[src/rtl/neopix_ws2812_tx.sv]
`default_nettype none
// +--------------------------------------------------------------------------+
// | neopix_ws2812_tx : WS2812 one-wire encoder, double-buffered GRB pixels,   |
// |                    MSB first, latch gap at frame end.                     |
// | Optional: NEOPIX_UNDERRUN_EN adds the sticky UNDERRUN flag.               |
// | Revision: 1.0                                                             |
// +--------------------------------------------------------------------------+
module neopix_ws2812_tx #(
  parameter int unsigned T0H_CYC   = 20,
  parameter int unsigned T1H_CYC   = 40,
  parameter int unsigned TBIT_CYC  = 63,
  parameter int unsigned LATCH_CYC = 15000
) (
  input  logic        CLK,
  input  logic        RST,
  input  logic [23:0] PIX_DATA,
  input  logic        PIX_LAST,
  input  logic        PIX_VALID,
  output logic        PIX_READY,
  output logic        DO,
  output logic        BUSY,
  output logic        FRAME_DONE
`ifdef NEOPIX_UNDERRUN_EN
  , output logic      UNDERRUN
`endif
);

  localparam int unsigned CNT_MAX = (LATCH_CYC > TBIT_CYC) ? LATCH_CYC : TBIT_CYC;
  localparam int unsigned CNT_W   = (CNT_MAX > 1) ? $clog2(CNT_MAX) : 1;

  localparam logic [CNT_W-1:0] c_t0h        = CNT_W'(T0H_CYC);
  localparam logic [CNT_W-1:0] c_t1h        = CNT_W'(T1H_CYC);
  localparam logic [CNT_W-1:0] c_tbit_last  = CNT_W'(TBIT_CYC - 1);
  localparam logic [CNT_W-1:0] c_latch_last = CNT_W'(LATCH_CYC - 1);

  typedef enum logic [1:0] {
    ST_IDLE  = 2'd0,
    ST_BIT   = 2'd1,
    ST_LATCH = 2'd2
  } state_t;

  state_t           state_q, state_d;
  logic [CNT_W-1:0] cnt_q, cnt_d;
  logic [4:0]       bit_idx_q, bit_idx_d;
  logic [23:0]      shift_q, shift_d;
  logic             cur_last_q, cur_last_d;
  logic [23:0]      hold_data_q, hold_data_d;
  logic             hold_last_q, hold_last_d;
  logic             hold_full_q, hold_full_d;
  logic             do_q, do_d;
  logic             frame_done_q, frame_done_d;
  logic             load_shift;
`ifdef NEOPIX_UNDERRUN_EN
  logic             underrun_q, underrun_d;
`endif

  always_comb begin
    state_d      = state_q;
    cnt_d        = cnt_q;
    bit_idx_d    = bit_idx_q;
    shift_d      = shift_q;
    cur_last_d   = cur_last_q;
    hold_data_d  = hold_data_q;
    hold_last_d  = hold_last_q;
    hold_full_d  = hold_full_q;
    frame_done_d = 1'b0;
    load_shift   = 1'b0;
`ifdef NEOPIX_UNDERRUN_EN
    underrun_d   = underrun_q;
`endif

    if (PIX_VALID && !hold_full_q) begin
      hold_data_d = PIX_DATA;
      hold_last_d = PIX_LAST;
      hold_full_d = 1'b1;
    end

    case (state_q)
      ST_IDLE: begin
        if (hold_full_q) begin
          load_shift = 1'b1;
          state_d    = ST_BIT;
        end
      end
      ST_BIT: begin
        if (cnt_q == c_tbit_last) begin
          cnt_d = '0;
          if (bit_idx_q == 5'd0) begin
            // LAST wins over a waiting pixel: the frame must be latched first.
            if (cur_last_q) begin
              state_d = ST_LATCH;
            end else if (hold_full_q) begin
              load_shift = 1'b1;
            end else begin
              state_d = ST_LATCH;
`ifdef NEOPIX_UNDERRUN_EN
              underrun_d = 1'b1;
`endif
            end
          end else begin
            shift_d   = {shift_q[22:0], 1'b0};
            bit_idx_d = bit_idx_q - 5'd1;
          end
        end else begin
          cnt_d = cnt_q + 1'b1;
        end
      end
      ST_LATCH: begin
        if (cnt_q == c_latch_last) begin
          cnt_d        = '0;
          state_d      = ST_IDLE;
          frame_done_d = 1'b1;
        end else begin
          cnt_d = cnt_q + 1'b1;
        end
      end
      default: state_d = ST_IDLE;
    endcase

    if (load_shift) begin
      shift_d     = hold_data_q;
      cur_last_d  = hold_last_q;
      hold_full_d = 1'b0;
      cnt_d       = '0;
      bit_idx_d   = 5'd23;
    end

    // DO is registered, so it is decoded from the values the counters take next.
    do_d = (state_d == ST_BIT) && (cnt_d < (shift_d[23] ? c_t1h : c_t0h));
  end

  always_ff @(posedge CLK or posedge RST) begin
    if (RST) begin
      state_q      <= ST_IDLE;
      cnt_q        <= '0;
      bit_idx_q    <= '0;
      shift_q      <= '0;
      cur_last_q   <= 1'b0;
      hold_data_q  <= '0;
      hold_last_q  <= 1'b0;
      hold_full_q  <= 1'b0;
      do_q         <= 1'b0;
      frame_done_q <= 1'b0;
`ifdef NEOPIX_UNDERRUN_EN
      underrun_q   <= 1'b0;
`endif
    end else begin
      state_q      <= state_d;
      cnt_q        <= cnt_d;
      bit_idx_q    <= bit_idx_d;
      shift_q      <= shift_d;
      cur_last_q   <= cur_last_d;
      hold_data_q  <= hold_data_d;
      hold_last_q  <= hold_last_d;
      hold_full_q  <= hold_full_d;
      do_q         <= do_d;
      frame_done_q <= frame_done_d;
`ifdef NEOPIX_UNDERRUN_EN
      underrun_q   <= underrun_d;
`endif
    end
  end

  assign PIX_READY  = ~hold_full_q;
  assign DO         = do_q;
  assign BUSY       = (state_q != ST_IDLE);
  assign FRAME_DONE = frame_done_q;
`ifdef NEOPIX_UNDERRUN_EN
  assign UNDERRUN   = underrun_q;
`endif

endmodule
`default_nettype wire
[config.mk]
export PLATFORM = sky130hd
export DESIGN_NAME = neopix_ws2812_tx
export DESIGN_NICKNAME = d
export VERILOG_FILES = /design/src/rtl/neopix_ws2812_tx.sv
export SDC_FILE = /design/constraint.sdc
export NUM_CORES = 1
export LEC_CHECK = 0
export ABC_CLOCK_PERIOD_IN_PS = 4500
export BUFFER_PORTS_ARGS = -buffer_cell sky130_fd_sc_hd__buf_2
export CORE_MARGIN = 2
export CORE_UTILIZATION = 59
export CTS_BUF_LIST = sky130_fd_sc_hd__clkbuf_4 sky130_fd_sc_hd__clkbuf_8 sky130_fd_sc_hd__clkbuf_16
export DETAILED_ROUTE_END_ITERATION = 6
export GPL_TIMING_DRIVEN = 0
export PLACE_DENSITY = 0.79
export SKIP_CTS_REPAIR_TIMING = 1
export SYNTH_ARGS = -nofsm -noshare
export SYNTH_HDL_FRONTEND = slang
export SYNTH_SLANG_ARGS = --single-unit
[constraint.sdc]
create_clock -name CLK -period 4.5 [get_ports CLK]
set_input_delay 0.225 -clock CLK [delete_from_list [all_inputs] [get_ports CLK]]
set_output_delay 0.225 -clock CLK [all_outputs]
set_load 0.02 [all_outputs]
### Word-level counts from Yosys, hierarchy flattened

Index checks and enable logic that the tools add are counted.
Widths: inputs -> output; s select.

* output and inout bits: 4
* input bits: 28
* bits in registers: 74

* bitwise gates (word level): 1
* add/subtract/negate cells: 2
* muxes and demuxes: 29
* reductions and logical operators: 10
* eq/ne operators: 6
* magnitude comparators: 1

Operators with widths (count)
* $mux 24: 4
* $mux 14: 3
* $pmux 14 s2: 1
* $mux 5: 4
* $add 14x1->14 const B: 1
* $eq 14x14->1 const B: 1
* $eq 14x6->1 const B: 1
* $lt 14x6->1: 1
* $mux 2: 6
* $mux 1: 8
* $reduce_bool 2->1: 4
* $mux 6: 1
* $pmux 2 s3: 1
* $logic_not 5->1: 1
* $sub 5x1->5 const B: 1
* $eq 2x1->1 const B: 2
* $reduce_and 3->1: 1
* $eq 2x2->1 const B: 1
* $logic_and 1x1->1: 2
* $logic_not 2->1: 1
* $ne 2x2->1 const B: 1
* $pmux 1 s2: 1
* $logic_not 1->1: 1
* $not 1->1: 1

### Longest topological paths before layout

* depth in word-level cells: 9
* mapped depth: 14

### Worst setup path after synthesis

OpenSTA, ideal clock, no wires.

* path kind: register to register
* start point: register cnt_q[6]
* end point: register do_q (netlist: DO)
* arrival time: 2.989 ns
* slack: 1.375 ns
* stages on the path, launching flop included: 12
* setup time: 0.136 ns
* data required time: 4.364 ns
* buffers on the path: 1
* path through: dfrtp_1 -> or3_1 -> or4_4 -> a22o_1 -> o21ai_4 -> buf_2 -> nor2_1 -> ha_1 -> and3_2 -> or2b_2 -> a41oi_1 -> a211oi_2

RTL lines
* start: declaration: RTL line 43 `logic [CNT_W-1:0] cnt_q, cnt_d;`
* start signal: assignment: RTL line 149 `cnt_q <= cnt_d;`
* $eq 14x14->1 or $eq 14x6->1 (tied branches): RTL line 109, 86
* $mux 14, or another cell as far along: RTL line 109 `if (cnt_q == c_latch_last) begin`
* $pmux 14 s2 or $pmux 1 s2 (tied branches): RTL line 78 `case (state_q)`
* $mux 14 (*): RTL line 120 `if (load_shift) begin`
* net cnt_d[5]: RTL line 43
* $lt 14x6->1 (*): RTL line 129 `do_d = (state_d == ST_BIT) && (cnt_d < (shift_d[23] ? c_t1h : c_t0h));`
* $logic_and 1x1->1 (*): RTL line 129
* net do_d: RTL line 50 `logic do_q, do_d;`
* end signal: assignment: RTL line 156 `do_q <= do_d;`
* end: declaration: RTL line 50

The timed path passes the listed nets; every way through them passes the cells marked *. The select of a mux whose other input is x is not followed.
A chain may end at the register's enable or synchronous reset.

### Final worst setup path

* start point: register bit_idx_q[0]
* end point: register do_q (netlist: DO)

RTL lines
* start: declaration: RTL line 44 `logic [4:0] bit_idx_q, bit_idx_d;`
* start signal: assignment: RTL line 150 `bit_idx_q <= bit_idx_d;`
* $logic_not 5->1: RTL line 88 `if (bit_idx_q == 5'd0) begin`
* $mux 1: RTL line 88
* $mux 1: RTL line 86 `if (cnt_q == c_tbit_last) begin`
* $pmux 1 s2: RTL line 78
* $mux 14: RTL line 120
* net cnt_d[5]: RTL line 43
* $lt 14x6->1: RTL line 129
* $logic_and 1x1->1: RTL line 129
* net do_d: RTL line 50

The timed path passes the listed nets, and every way through them passes these cells. The select of a mux whose other input is x is not followed.

==> results.yml <==
status:
  status: "finished clean"
routing:
  remaining_drc_errors: 0
  vias: 2571
  drt-initial-drc-count: 151
  dr.pass1.iters: 7
  wl_per_cell_um: 14.8
  wl_um: 6790
  routed_via_density: 5.59
  postRouteAntennaNets: 0
timing:
  max_slew.worst_pin.slew_ps: 960
  tns_ps: 0
  final_max_slew_viol_count: 0
  fin_crit_ps: 3730
  fin_skew_ps: 14.5
  finalSetupViolations: 0
  timing.fmax_mhz: 268
  hold_violations: 0
  timing.final.crit_share_pct: 82.8
  grt_setup_unrepaired: "false"
  slew_headroom_pct: 35.1
worst_setup_path:
  startpoint_type: "register"
  slowest_stage: "nor4b_1"
  cp_max_fo: 10
  critPathMostFrequentCell: "ha_1"
  cp.arrival_ps: 3940
  cp_cell_sequence: "inv_1, ha_1, nor4b_1, and4b_1, a21oi_1, buf_6, o21ai_4, buf_2, nor2_1, ha_1, and3_2, or2b_2, a41oi_1, a211oi_2"
  cp_data_required_time_ps: 4710
  reg2reg_slack_ps: 770
  crit_type: "register to register"
  slowest_delay_ps: 780
  end_kind: "register"
clock_tree:
  cts_root_buf: "clkbuf_8"
  cts_buffer_depth: 2
  cts_tree: "done"
  clkTransAtPathRegs_ps: 90
  cts-htree-levels: 3
  cts.sinks: 74
  worstSkewPairLatency_ps: 350
  numCtsBuffers: 9
placement:
  dp_hpwl_um: 4790
  routabilityCongestion: 0.839
  dpl_cell_area_um2: 3910
  port_buffers: 31
yosys:
  synth_fp_nets: 377
  async_reset_ff_share_pct: 100
  synth_cells: 338
  yosys.area.top_type: "dfrtp_1"
  synthTopCellsByArea: "dfrtp_1 51%, mux2_2 7.4%, mux2i_1 6.6%"
  yosys_warnings: 0
  synth_edf_count: 0
  synth.distinct_cells: 50
  ys_ff_latch: 74
  postSynthAreaPerCell_um2: 10.8
  netlist_area_um2: 3660
  synth_top_flop_cell: "dfrtp_1"
  synth_top_area_share_pct: 50.6
  ys_seq_area_share_pct: 50.6
pwr:
  swShare_pct: 35.3
  pwr-share-comb_pct: 32.4
  clkPwrFrac_pct: 22.7
  leakagePower_uw: 0.00177
  internal_power_uw: 1520
  seqPwrFrac_pct: 44.9
  switching_power_uw: 830
  power-per-cell-area_nw_per_um2: 571
  ir_drop_v: 0.000402
global_routing:
  grt_use_total_pct: 22.7
  grt_pass1_wl_um: 11600
  grt_remaining_overflow: 0
  grt_max_degree: 75
  antenna_found_initial: 0
  grt_pass1_vias: 2532
hold_path:
  hp-class: "input port to asynchronous set/reset pin"
floorplan:
  rows: 28
  num_io_pins: 32
  die_w_um: 82.8
  die_height_um: 82.8
  dieArea_um2: 6850
  start_util_pct: 61.5
  coreArea_um2: 5960
cells_and_area:
  drive_above_1_share_pct: 23.4
  area_growth_pct: 12.5
  utilization_pct: 69.2
  diodes: 0
  fin_nets: 419
  fin_area_um2: 4120
job:
  maxCapViolCount: 0
-- worst max-delay path, delay by kind of cell (launching register included) --
| kind | cells | cell delay, ps |
|---|---|---|
| AO/OA/AOI/OAI | 4 | 550 |
| AND/OR/NAND/NOR | 5 | 1680 |
| flip-flops | 1 | 410 |
| adder cells (fa/ha/maj) | 2 | 440 |
| buffers and inverters | 3 | 520 |
-- layer usage --
metal  vias up  track usage [%]  part of all wire (%)
met5         -                0                     0
met2        45             35.3                    48
met1      1259             31.5                    48
met4         0             8.20                   1.3
li1       1258                -                     -
met3         9             4.98                   3.1
-- power groups by stage --
stage | clock, uW | combinational, uW | sequential (uW)
final | 534 | 762 | 1060
after global placement | 0 | 731 | 1060
after CTS | 543 | 772 | 1050
after detailed placement | 0 | 762 | 1070
after floorplan | 0 | 605 | 1030
after global routing | 576 | 855 | 1090
-- synth_stat cells (3+ instances only) --
library cell   n
nor4_1         3
and4_1         3
buf_2          4
inv_1         14
ha_1          11
and2_1         3
o21ai_0        4
nand4_1        5
xor2_1         7
nand2_1       15
mux2i_1       24
mux2_2        24
nor3_1         5
xnor2_1       10
dfrtp_1       74
nor2_1        49
a21oi_1       27
clkbuf_1       9
nand3_1        4
-- final cells by class --
| cell class | count | area, um^2 |
|---|---|---|
| Sequential cell | 74 | 1850 |
| Tap cell | 75 | 93.8 |
| Inverter | 15 | 58.8 |
| Clock inverter | 7 | 83.8 |
| Timing Repair Buffer | 31 | 155 |
| Buffer | 17 | 87.6 |
| Clock buffer | 9 | 124 |
| Multi-Input combinational cell | 232 | 1670 |
| Fill cell | 481 | 1830 |
-- logic make-up (layout without fill, tap and decap cells) --
| group | count (synthesis) | count (layout) | synth area share (%) |
|---|---|---|---|
| muxes | 49 | 49 | 14.2 |
| buffers and inverters | 32 | 79 | 3.93 |
| adders and majority gates | 11 | 11 | 3.76 |
| DFF | 74 | 74 | 50.6 |
| AOI/OAI and AO/OA | 48 | 48 | 8.34 |
| and+or+nand+nor | 107 | 107 | 15.1 |
| xor gates and xnor gates | 17 | 17 | 4.07 |
-- through the flow --
| step | cells | hold slack, ps | power [uW] | setup WS [ps] |
|---|---|---|---|---|
| after global placement | 444 | 443 | 1790 | 1040 |
| final | 460 | 69.8 | 2350 | 775 |
| after global routing | 460 | 90.1 | 2520 | 556 |
| after detailed placement | 444 | 452 | 1830 | 892 |
| after floorplan | 338 | 342 | 1630 | 1380 |
| after CTS | 460 | 90.2 | 2370 | 793 |
-- final timing paths --
kind / from / to / cells after the start
max in group asynchronous: RST / shift_q[22] / 2
min in group CLK: PIX_VALID / hold_full_q / 2
worst max register to register: bit_idx_q[0] / DO / 14
worst min register to register: hold_last_q / cur_last_q / 1
worst max-delay path: bit_idx_q[0] / DO / 14
worst min-delay path: RST / hold_data_q[2] / 2
-- registers in the layout, indices dropped and copies added (netlist names) --
name         cells
hold_data_q     24
cnt_q           14
bit_idx_q        5
state_q          2
DO               1
hold_last_q      1
FRAME_DONE       1
shift_q         24
hold_full_q      1
cur_last_q       1
-- cells in the final DEF, fill, tap and decap left out, drive strengths merged, types with 3 or more instances in the layout --
cell and instances:
a21o 3, a21oi 27, and2 3, and4 3
buf 39, clkbuf 18, dfrtp 74, ha 11
inv 19, mux2 25, mux2i 24, nand2 15
nand3 4, nand4 6, nor2 49, nor3 7
nor4 3, o21ai 6, or4 3, xnor2 10
xor2 7
(Power assumes the default switching activity.)
